==> src/rtl/mult_share_scheduler_pkg.sv <==
// Shared widths, FSM encoding and sizing helper for the shared-multiplier scheduler.
package mult_share_scheduler_pkg;

   localparam int OP_W   = 35;
   localparam int PROD_W = 70;

   typedef enum logic [1:0] {
      ST_IDLE = 2'd0,
      ST_WAIT = 2'd1,
      ST_DONE = 2'd2
   } state_t;

   // Ceiling log2, never below 1 so a vector sized by it always exists.
   function automatic int clog2(input int n);
      int w;
      w = 0;
      while ((1 << w) < n) w++;
      return (w < 1) ? 1 : w;
   endfunction

endpackage

==> src/rtl/mult_share_scheduler_rr_pick.sv <==
// Combinational round-robin picker: first set request strictly after ptr, wrapping.
module rr_pick
   import mult_share_scheduler_pkg::*;
#(
   parameter  int N_REQ = 4,
   localparam int PTR_W = clog2(N_REQ)
) (
   input  logic [N_REQ-1:0] req,
   input  logic [PTR_W-1:0] ptr,
   output logic [N_REQ-1:0] gnt,
   output logic [PTR_W-1:0] idx,
   output logic             any
);

   assign any = |req;

   // Walk from the farthest candidate back to ptr+1 so the nearest one is written last.
   always_comb begin
      int               k;
      logic [PTR_W-1:0] k_idx;
      // NOTE: every always_comb output gets a default first; a missed path would infer a latch.
      gnt   = '0;
      idx   = '0;
      k     = 0;
      k_idx = '0;
      for (int i = N_REQ; i >= 1; i--) begin
         k     = (int'(ptr) + i) % N_REQ;
         k_idx = PTR_W'(k);
         if (req[k_idx]) begin
            gnt        = '0;
            gnt[k_idx] = 1'b1;
            idx        = k_idx;
         end
      end
   end

endmodule

==> src/rtl/mult_share_scheduler.sv <==
// Time-shares one external multicycle 35x35 multiplier among N_REQ requesters,
// returning A*B + C to each winner in round-robin order.
module mult_share_scheduler
   import mult_share_scheduler_pkg::*;
#(
   parameter int N_REQ     = 4,
   parameter int MULT_WAIT = 4
) (
   input  logic                    clk_in,
   input  logic                    rst_n_in,
   input  logic [N_REQ-1:0]        req_in,
   input  logic [N_REQ*OP_W-1:0]   a_in,
   input  logic [N_REQ*OP_W-1:0]   b_in,
   input  logic [N_REQ*PROD_W-1:0] c_in,
   output logic [N_REQ-1:0]        grant_out,
   output logic [N_REQ-1:0]        valid_out,
   output logic [PROD_W-1:0]       p_out,
   output logic                    busy_out,
   output logic [OP_W-1:0]         mult_a_out,
   output logic [OP_W-1:0]         mult_b_out,
   input  logic [PROD_W-1:0]       mult_p_in
);

   localparam int               PTR_W    = clog2(N_REQ);
   localparam int               CNT_W    = clog2(MULT_WAIT);
   localparam logic [CNT_W-1:0] CNT_LAST = CNT_W'(MULT_WAIT - 1);
   localparam logic [PTR_W-1:0] PTR_RST  = PTR_W'(N_REQ - 1);

   state_t              state;
   state_t              state_d;
   logic [CNT_W-1:0]    cnt;
   logic [PTR_W-1:0]    ptr;
   logic [PTR_W-1:0]    win_idx;
   logic [PTR_W-1:0]    pick_ptr;
   logic [PTR_W-1:0]    pick_idx;
   logic [N_REQ-1:0]    pick_gnt;
   logic                pick_any;
   logic [PROD_W-1:0]   c_reg;
   logic                load;
   logic                finish;

   // In DONE the pointer moves to the current winner in the same cycle it re-arbitrates.
   assign pick_ptr = (state == ST_DONE) ? win_idx : ptr;

   rr_pick #(.N_REQ(N_REQ)) u_pick (
      .req (req_in),
      .ptr (pick_ptr),
      .gnt (pick_gnt),
      .idx (pick_idx),
      .any (pick_any)
   );

   always_comb begin
      state_d = state;
      load    = 1'b0;
      finish  = 1'b0;
      case (state)
         ST_IDLE: begin
            if (pick_any) begin
               load    = 1'b1;
               state_d = ST_WAIT;
            end
         end
         ST_WAIT: begin
            if (cnt == CNT_LAST) begin
               finish  = 1'b1;
               state_d = ST_DONE;
            end
         end
         ST_DONE: begin
            if (pick_any) begin
               load    = 1'b1;
               state_d = ST_WAIT;
            end else begin
               state_d = ST_IDLE;
            end
         end
         default: state_d = ST_IDLE;
      endcase
   end

   // NOTE: sequential state uses non-blocking assignments so every register samples pre-edge values.
   always_ff @(posedge clk_in or negedge rst_n_in) begin
      if (!rst_n_in) state <= ST_IDLE;
      else           state <= state_d;
   end

   // NOTE: every register here is plain control/datapath state, so all of it is reset;
   // an in-flight operation is simply dropped.
   always_ff @(posedge clk_in or negedge rst_n_in) begin
      if (!rst_n_in) begin
         cnt        <= '0;
         ptr        <= PTR_RST;
         win_idx    <= '0;
         c_reg      <= '0;
         mult_a_out <= '0;
         mult_b_out <= '0;
         p_out      <= '0;
         grant_out  <= '0;
         valid_out  <= '0;
      end else begin
         grant_out <= '0;
         valid_out <= '0;

         if (load) begin
            mult_a_out <= a_in[pick_idx*OP_W +: OP_W];
            mult_b_out <= b_in[pick_idx*OP_W +: OP_W];
            c_reg      <= c_in[pick_idx*PROD_W +: PROD_W];
            win_idx    <= pick_idx;
            grant_out  <= pick_gnt;
            cnt        <= '0;
         end else if (state == ST_WAIT) begin
            cnt <= cnt + CNT_W'(1);
         end

         // Product has settled by the end of the last WAIT cycle; the add wraps mod 2^70.
         if (finish) begin
            p_out     <= mult_p_in + c_reg;
            valid_out <= N_REQ'(1) << win_idx;
         end

         if (state == ST_DONE) ptr <= win_idx;
      end
   end

   assign busy_out = (state != ST_IDLE);

endmodule

==> config.mk <==
export PLATFORM = sky130hd
export DESIGN_NAME = mult_share_scheduler
export DESIGN_NICKNAME = d
export VERILOG_FILES = /design/src/rtl/mult_share_scheduler_pkg.sv /design/src/rtl/mult_share_scheduler_rr_pick.sv /design/src/rtl/mult_share_scheduler.sv
export SDC_FILE = /design/constraint.sdc
export NUM_CORES = 1
export LEC_CHECK = 0
export ABC_AREA = 0
export CAP_MARGIN = 20
export CORE_AREA = 4 4 300 302
export DETAILED_ROUTE_END_ITERATION = 6
export DIE_AREA = 0 0 304 306
export SLEW_MARGIN = 25
export SYNTH_ARGS = -nofsm -noshare
export SYNTH_HDL_FRONTEND = slang
export SYNTH_HIERARCHICAL = 1
export SYNTH_SLANG_ARGS = --single-unit
==> constraint.sdc <==
create_clock -name clk_in -period 7.55 [get_ports clk_in]
set_input_delay 1.51 -clock clk_in [delete_from_list [all_inputs] [get_ports clk_in]]
set_output_delay 1.51 -clock clk_in [all_outputs]
set_load 0.02 [all_outputs]
Word level (Yosys, flattened, before mapping). Cells that the tools add are included.

Memories kept: 0. Input port bits: 636. Bits in registers: 226. Latch bits: 0. Memory bits (writable): 0. Bits in read-only memories: 0.

$lt $le $gt $ge: 8. Equal/unequal tests: 5. Add/subtract/negate cells: 6. Shift-type cells: 4. Bitwise gates (word level): 0. Multipliers: 2. Reduce and logical (&&, ||, !) cells: 10. Div/mod/pow operators: 0. Multiplexer cells: 37.

Operator list (number): $shiftx A140 B9 Y35 (2); $shiftx A280 B10 Y70 (1); $add A70 B70 Y70 (1); $mux W4 (6); $mux W2 (9); $mul A2 B6 Y8 const B (2); $mux W1 (13); $lt A2 B3 Y1 const B (4); $bmux W1 S2 (4); $demux W1 S2 (4); $ge A2 B1 Y1 const B (4); $add A2 B1 Y2 const B (3); $pmux W2 S3 (1); $add A2 B2 Y2 const B (2); $eq A2 B2 Y1 const B (2); $logic_and A1 B1 Y1 (4); $ne A2 B2 Y1 const B (2); $reduce_bool A2 Y1 (2); $reduce_or A4 Y1 (1); $shl A1 B2 Y4 const A (1); $eq A2 B1 Y1 const B (1); $logic_not A2 Y1 (1); $reduce_and A2 Y1 (1); $reduce_or A2 Y1 (1).

Logic depth before layout (Yosys ltp). Gate-level depths: netlist of run 1.

Depth in word-level cells: 12. Gate-level depth with buffers: 14. Depth with buffers taken out: 13.

Modules after synthesis. Netlist of run 1, hierarchy kept.

Modules (own cells, without submodules): mult_share_scheduler (cells an instance 1648, seq. area each 5657.9 sq um, area each 15645.0 sq um, times used 1); rr_pick (cells an instance 50, seq. area each 0.0 sq um, area each 420.4 sq um, times used 1).

Least setup slack after synthesis of run 1. Ideal clock, no wire load.

Path kind: input to register. Start: input port mult_p_in[0]. End: register p_out[68]. Arrival time: 4.034 ns. Cell stages on the path: 13. Slack: 3.391 ns. Path buffers: 0. Data required time: 7.425 ns. Path through: ha_1 -> inv_1 -> fa_1 -> nand2b_1 -> a21oi_2 -> o211ai_1 -> a211oi_2 -> nor3_1 -> o41a_1 -> o21ai_4 -> a41oi_1 -> xnor2_1 -> mux2_2.

Word-level cells in the longest chain between the ends: 1.

Ends and longest elaborated chain: start, declared (RTL line mult_share_scheduler.sv:21) `input logic [PROD_W-1:0] mult_p_in`; $add A70 B70 Y70 (RTL line mult_share_scheduler.sv:118) `p_out <= mult_p_in + c_reg;`; end signal, assigned (RTL line mult_share_scheduler.sv:118); end, declared (RTL line mult_share_scheduler.sv:17) `output logic [PROD_W-1:0] p_out,`.

No other way between the ends. A chain may end at the register's enable or synchronous reset.

Final worst setup path of run 1.
Start: input port mult_p_in[0]. End: register p_out[58].

The elaborated chain is that of the path after synthesis.

==> metrics.md, run 1 <==
| Metric | Value |
|---|---|
| Status | completed |
| FMAX | 200.9 MHz |
| Worst Path Buf+Inv | 2 |
| Final Setup Violations | 0 |
| Rows | 109 |
| Post-DR vias/cell | 4.465 |
| Fill cells | 9,242 |
| Fin. max-slew vios | 0 |
| Synth-to-Final Area Change | 63.31% |
| Synthesized Nets | 2,411 |
| Number of nets in the layout | 3,134 |
| Post-route DRC | 0 |
| Ys Warns | 6 |
| First-pass GRT wire length | 112.0 mm |
| Setup Buffers After CTS | 0 |
| DRT Pass-1 Iters | 7 |
| Seq/Total Area, Yosys | 35.22% |
| Post-place instance area | 0.02513 sq mm |
| Cell Area, Synth | 0.01607 sq mm |
| Synthesized flop and latch total | 226 |
| Actual slew at the worst max-slew pin | 0.9218 ns |
| Yosys cell types | 67 |
| Synthesized instance count | 1,698 |
| RSZ-0062 raised after global routing | no |
| Final WS setup | 2.572 ns |
| Post-route ant nets | 0 |
| Antenna diodes | 0 |
| Power Density | 425.0 mW/mm^2 |
| EDFF count, synth | 0 |
| CTS Sinks | 226 |
| Vias in the first global route | 16,870 |
| Drt total wl | 76.97 mm |
| Share of the synthesized area in the top cell type | 34.89% |
| CTS H-Tree Depth | 1 |
| Asr flop ratio synth | 100.0% |
| Register area | 0.005658 sq mm |
| Setup TNS | 0 ns |
| Clock skew | 0.01255 ns |
| Placed wire-length estimate | 63.82 mm |
| Antenna violations before repair | 7 |
| Critical Path Most Common Cell | o21ai_1 |
| GP Congestion | 0.8787 |
| Die area | 0.09302 sq mm |
| Final Core Density | 29.92% |
| Hold Violations, Final | 0 |
| Clk Tree Root Cell | clkbuf_16 |
| Overflow after GRT | 0 |
| Layout cells sized above 1 | 9.984% |
| Critical Path AT | 5.51 ns |
| Worst EP required | 8.08 ns |
| Post-CTS Hold Fix Bufs | 0 |
| Worst min-delay path category | reg2reg |
| Syn Area/Cell | 9.461 sq um |
| WHS | 0.4715 ns |
| Worst path max stage delay | 0.69 ns |
| Initial DRC count | 980 |
| Critical-path top delay cell | a2111oi_2 |
| Initial Util | 18.32% |
| Most used DFF post-synth | dfrtp_1 |
| Area of the multi-input gates | 0.009945 sq mm |
| GRT Resource Usage Total | 15.77% |
| Clock tree buffer depth | 3 |
| IO Pins | 785 |
| Chip width | 304 microns |
| Crit path kind | in2reg |
| Die height | 306 microns |
| Leakage power | 0.01095 uW |
| Clock Latency Late Sink | 0.59 ns |
| Core area | 0.08769 sq mm |
| Period utilization | 65.94% |
| Crit-path max FO | 4 |
| Area contributors post-synth | dfrtp_1 35%, mux4_2 20%, nand2_1 13%, ha_1 5.9%, o21ai_0 3.5% |
| I/O Buffers | 784 |
| Design area | 0.02624 sq mm |
| Top Family by Delay on Critical Path | compound AO/OA/AOI/OAI gates |
| Area leader, netlist | dfrtp_1 |
| Clk slew on worst S/H paths | 0.06 ns |
| Crit start category | primary input |
| Max transition margin | 38.55% |
| Largest net degree at the start of global routing | 115 |
| TritonCTS clock tree | done |
| Post-Place Worst Slack | 1.940 ns |
| Critical-path cell list | clkdlybuf4s50_1 > ha_1 > inv_1 > fa_1 > nand2b_1 > a21oi_2 > o2111ai_1 > a311oi_2 > o21ai_1 > a2111oi_2 > o21ai_1 > a21o_1 > a211o_1 > nand3_1 |
| Tmin final | 4.978 ns |
| Resize count post-CTS | 0 |
| Max_cap viols | 0 |
| CP Capture Type | register |
| WL/cell | 21.33 microns |
| CTS Buf Count | 31 |
| Detailed-route via count | 16,110 |
| VDD IR-drop max | 0.4485 mV |
==> worst paths after layout <==
path / from / to / slack [ns] / cells after the start
worst max-delay path: mult_p_in[0] / p_out[58] / 2.57 / 14
min in group asynchronous: rst_n_in / mult_a_out[32] / 0.82 / 1
worst min register to register: mult_a_out[6] / mult_a_out[6] / 0.47 / 2
worst min-delay path: mult_a_out[6] / mult_a_out[6] / 0.47 / 2
max in group asynchronous: rst_n_in / p_out[30] / 5.50 / 2
worst max register to register: state[0] / c_reg[54] / 3.13 / 11
==> tightest hold or removal path: cells and delay by family, from the launching register on <==
family / cells / cell delay [ns]
AND/OR/NAND/NOR: 2 / 0.10
flip-flops: 1 / 0.34
==> area by class of cell <==
cell class / count / share of cell area, %
inverter: 23 / 0.3291
multi-input combinational: 1344 / 37.90
timing repair buffer: 795 / 30.44
clock inverter: 16 / 0.8966
sequential: 226 / 21.57
tap: 1165 / 5.556
clock buffer: 40 / 3.314
==> cells in the final DEF (no fill, tap or decap), drive strengths merged, types with 40 or more instances in the layout <==
cell type | synthesis | layout
clkbuf | 75 | 40
dfrtp | 224 | 224
o21ai | 117 | 117
xnor2 | 41 | 41
nand2 | 551 | 551
ha | 76 | 76
mux4 | 143 | 143
nor2 | 45 | 45
a21o | 40 | 40
a21oi | 101 | 101
clkdlybuf4s50 | 0 | 783
==> stage by stage <==
step	total power (uW)	cells
after floorplan	6947	1698
after global placement	9667	3553
after detailed placement	9687	3553
after CTS	11380	3609
after global routing	12030	3609
final	11150	3609
==> cell families after synthesis <==
group	count (synthesis)	share of synthesized area [%]
flip-flops	226	35.22
AO/OA/AOI/OAI	333	12.78
adder cells (fa/ha/maj)	77	6.044
AND/OR/NAND/NOR	717	18.58
buffers and inverters	128	3.146
multiplexers	154	20.79
XOR/XNOR	63	3.435
==> layer usage <==
layer | track usage [%] | vias to the layer above | share of wire (%)
met4 | 3.797 | 2 | 2.7
met1 | 18.99 | 7829 | 40
met5 | 0 | - | 0.016
met3 | 3.046 | 83 | 6.1
li1 | - | 7554 | -
met2 | 28.92 | 646 | 51
==> synth_stat cells, types with 4 or more instances <==
library cell  number
a221oi_1           5
xnor2_1           41
a31oi_1           10
dfrtp_1          224
or2_2              4
and3_1             8
mux2_2             8
and2_1             6
a21oi_1           98
clkbuf_1          75
nand2_1          551
o211ai_1           8
or3_1              5
nor2_1            45
o31ai_1            7
xor2_1            22
nand2b_1          13
o21ai_0          111
o2111ai_1          4
nor3_1            12
nor2b_1           10
o21bai_1          12
buf_1             21
ha_1              76
mux4_2           143
buf_2              5
nor4_1             4
inv_1             23
nand4_1           27
o21ai_1            5
nand3_1           20
a21o_1            40
==> power by group <==
group,internal (uW),leakage [uW],switching [uW]
Sequential,1820,0.00278,356
Clock,982,0.000534,629
Combinational,3340,0.00763,4020
Power figures use the tool's default switching activity.
==> run 2: changes to the inputs <==
- CORE_AREA: 4 4 300 302 -> 4 4 301 303
- DIE_AREA: 0 0 304 306 -> 0 0 305 307
- clock period: 7.55 -> 4.9 ns (I/O delays scaled with it)
==> run 2 against run 1 <==
Final area rose by 1.4%. Global-route usage rose by 0.12 points. Power rose by 59%. Die area rose by 0.66%. Clock skew rose by 0.0052 ns. Count of clock-buffer cells in the layout rose by 6. Sequential cell count did not move. Critical path depth rose by 2. Setup slack got worse by 1.9 ns. Worst hold slack got worse by 0.081 ns. Via count rose by 0.45%. Wire length rose by 1.2%.
==> metrics.md, run 2 (synthesis results as in run 1) <==
| Metric | Value |
|---|---|
| VDD IR-drop max | 0.3371 mV (-25%) |
| Clock tree buffer depth | 3 (unchanged) |
| Register area | 0.005658 sq mm (unchanged) |
| Post-DR vias/cell | 4.445 (-0.44%) |
| Chip width | 305 microns (+0.33%) |
| Most frequent cells in the layout | 783 x clkdlybuf4s50_1, 551 x nand2_1, 224 x dfrtp_1 |
| Worst EP required | 5.37 ns (-2.71 ns) |
| Clk slew on worst S/H paths | 0.06 ns (about the same) |
| Area of the multi-input gates | 0.009945 sq mm (unchanged) |
| Initial DRC count | 879 (-10%) |
| Die height | 307 microns (+0.33%) |
| CTS Buf Count | 34 (+9.7%) |
| Synth-to-Final Area Change | 65.60% |
| Resize count post-CTS | 0 (unchanged) |
| IO Pins | 785 (unchanged) |
| Fill cells | 9,202 (-0.43%) |
| TritonCTS clock tree | done |
| Reg2reg setup slack | 0.92 ns (-2.21 ns) |
| Worst r2r path cells | 13 (+2) |
| Post-place instance area | 0.02541 sq mm (+1.1%) |
| Max transition margin | 46.47% (+7.9 points) |
| Worst R2R End | mult_b_out[30] |
| Final Setup Violations | 0 (unchanged) |
| First-pass GRT wire length | 112.2 mm (+0.23%) |
| Core area | 0.08797 sq mm (+0.31%) |
| Final Core Density | 30.24% (+0.33 points) |
| Largest net degree at the start of global routing | 148 (+29%) |
| Most common cell after layout, fill and taps aside | clkdlybuf4s50_1 |
| Tmin final | 4.245 ns |
| Number of nets in the layout | 3,164 (+0.96%) |
| Placed wire-length estimate | 64.53 mm (+1.1%) |
| Status | completed |
| CTS H-Tree Depth | 2 (+1) |
| Critical Path AT | 4.71 ns (-0.80 ns) |
| Post-CTS Hold Fix Bufs | 0 (unchanged) |
| FMAX | 235.6 MHz |
| Setup TNS | 0 ns (unchanged) |
| Post-route ant nets | 0 (unchanged) |
| WL/cell | 21.39 microns (+0.31%) |
| CTS Sinks | 226 (unchanged) |
| Clock skew | 0.01770 ns (+0.005151 ns) |
| RSZ-0062 raised after global routing | no |
| Layout cells sized above 1 | 11.12% (+1.1 points) |
| Setup Buffers After CTS | 0 (unchanged) |
| GP Congestion | 0.8658 (-1.5%) |
| Reg2reg start | state[0] |
| Max_cap viols | 0 (unchanged) |
| GRT Resource Usage Total | 15.89% (+0.12 points) |
| Crit start category | primary input |
| Hold Violations, Final | 0 (unchanged) |
| Design area | 0.02660 sq mm (+1.4%) |
| PnR Total Power | 17,680 uW (+59%) |
| Period utilization | 86.63% |
| Drt total wl | 77.89 mm (+1.2%) |
| Initial Util | 18.26% (-0.057 points) |
| Antenna violations before repair | 9 (+2) |
| Post-route DRC | 0 (unchanged) |
| Die area | 0.09364 sq mm (+0.66%) |
| I/O Buffers | 784 (unchanged) |
| DRT Pass-1 Iters | 5 (-2) |
| CP Capture Type | register |
| Detailed-route via count | 16,190 (+0.45%) |
| Power Density | 664.6 mW/mm^2 (+56%) |
| Rows | 109 (unchanged) |
| Clock Latency Late Sink | 0.54 ns (-0.05 ns) |
| Overflow after GRT | 0 (unchanged) |
| Crit-path max FO | 4 (unchanged) |
| Actual slew at the worst max-slew pin | 0.8029 ns (-0.1189 ns) |
| Fin. max-slew vios | 0 (unchanged) |
| Clk Tree Root Cell | clkbuf_16 |
| Crit path kind | in2reg |
| Worst min-delay path category | in2async |
| Vias in the first global route | 17,080 (+1.2%) |
| Leakage power | 0.01116 uW (+2.0%) |
## run 2: cell types whose count changed in the layout (fill, tap and decap cells not counted)
| cell | previous run | this run |
|---|---|---|
| buf_4 | 7 | 28 |
| buf_12 | 4 | 10 |
| clkbuf_16 | 31 | 35 |
| clkbuf_8 | 6 | 9 |
| clkinv_2 | 2 | 4 |
| clkinvlp_4 | 3 | 1 |
| diode_2 | 0 | 2 |
| bufinv_16 | 5 | 4 |
| clkbuf_1 | 3 | 2 |
| clkinv_4 | 3 | 2 |
| inv_6 | 3 | 2 |
## run 2: cell type report
cell class                 count  share of cell area [%]
inverter                      23                  0.3245
clock inverter                13                  0.6866
multi-input combinational   1344                   37.38
antenna                        2                 0.01881
sequential                   226                   21.27
tap                         1165                   5.479
timing repair buffer         822                   31.06
clock buffer                  46                   3.786
## run 2: power by group
part | total, uW | switching [uW] | internal [uW]
Sequential | 3360 | 547 | 2810
Clock | 2640 | 984 | 1650
Combinational | 11700 | 6300 | 5390
Total | 17700 | 7830 | 9850
## run 2: critical path: stages
cell and delay (ns):
clkdlybuf4s50_1 0.47, ha_1 0.17, inv_1 0.06, fa_1 0.43, nand2b_1 0.21, a21oi_2 0.21, o2111ai_1 0.25, a311oi_2 0.29
buf_4 0.18, o21ai_1 0.11, a2111oi_2 0.50, buf_4 0.22, o21ai_1 0.09, a21o_1 0.19, a211o_1 0.29, nand3_1 0.07
## run 2: worst max path at each step
stage	cells after the start	to	start	slack (ns)
finish	16	p_out[58]	mult_p_in[0]	0.66
global route	12	p_out[63]	mult_p_in[10]	0.52
CTS	16	p_out[58]	mult_p_in[0]	0.73
detailed placement	16	p_out[58]	mult_p_in[0]	0.15
global placement	16	p_out[58]	mult_p_in[0]	0.21
floorplan	14	mult_a_out[10]	state[0]	1.01
## run 2: metal layers
metal | GRT usage [%] | share of wire [%] | vias up
met3 | 3.609 | 6.9 | 97
met2 | 28.76 | 51 | 658
met5 | 0.4044 | 0.096 | -
met1 | 18.71 | 39 | 7828
li1 | - | - | 7597
met4 | 4.721 | 2.8 | 6
## run 2: per-stage QoR
step                cells  setup WS (ns)  hold WS, ns
CTS                  3639         0.7317       0.4305
detailed placement   3580         0.1536       0.4613
global placement     3580         0.2079       0.4576
finish               3641         0.6552       0.3910
floorplan            1698          1.009       0.4498
global route         3641         0.5179       0.4250
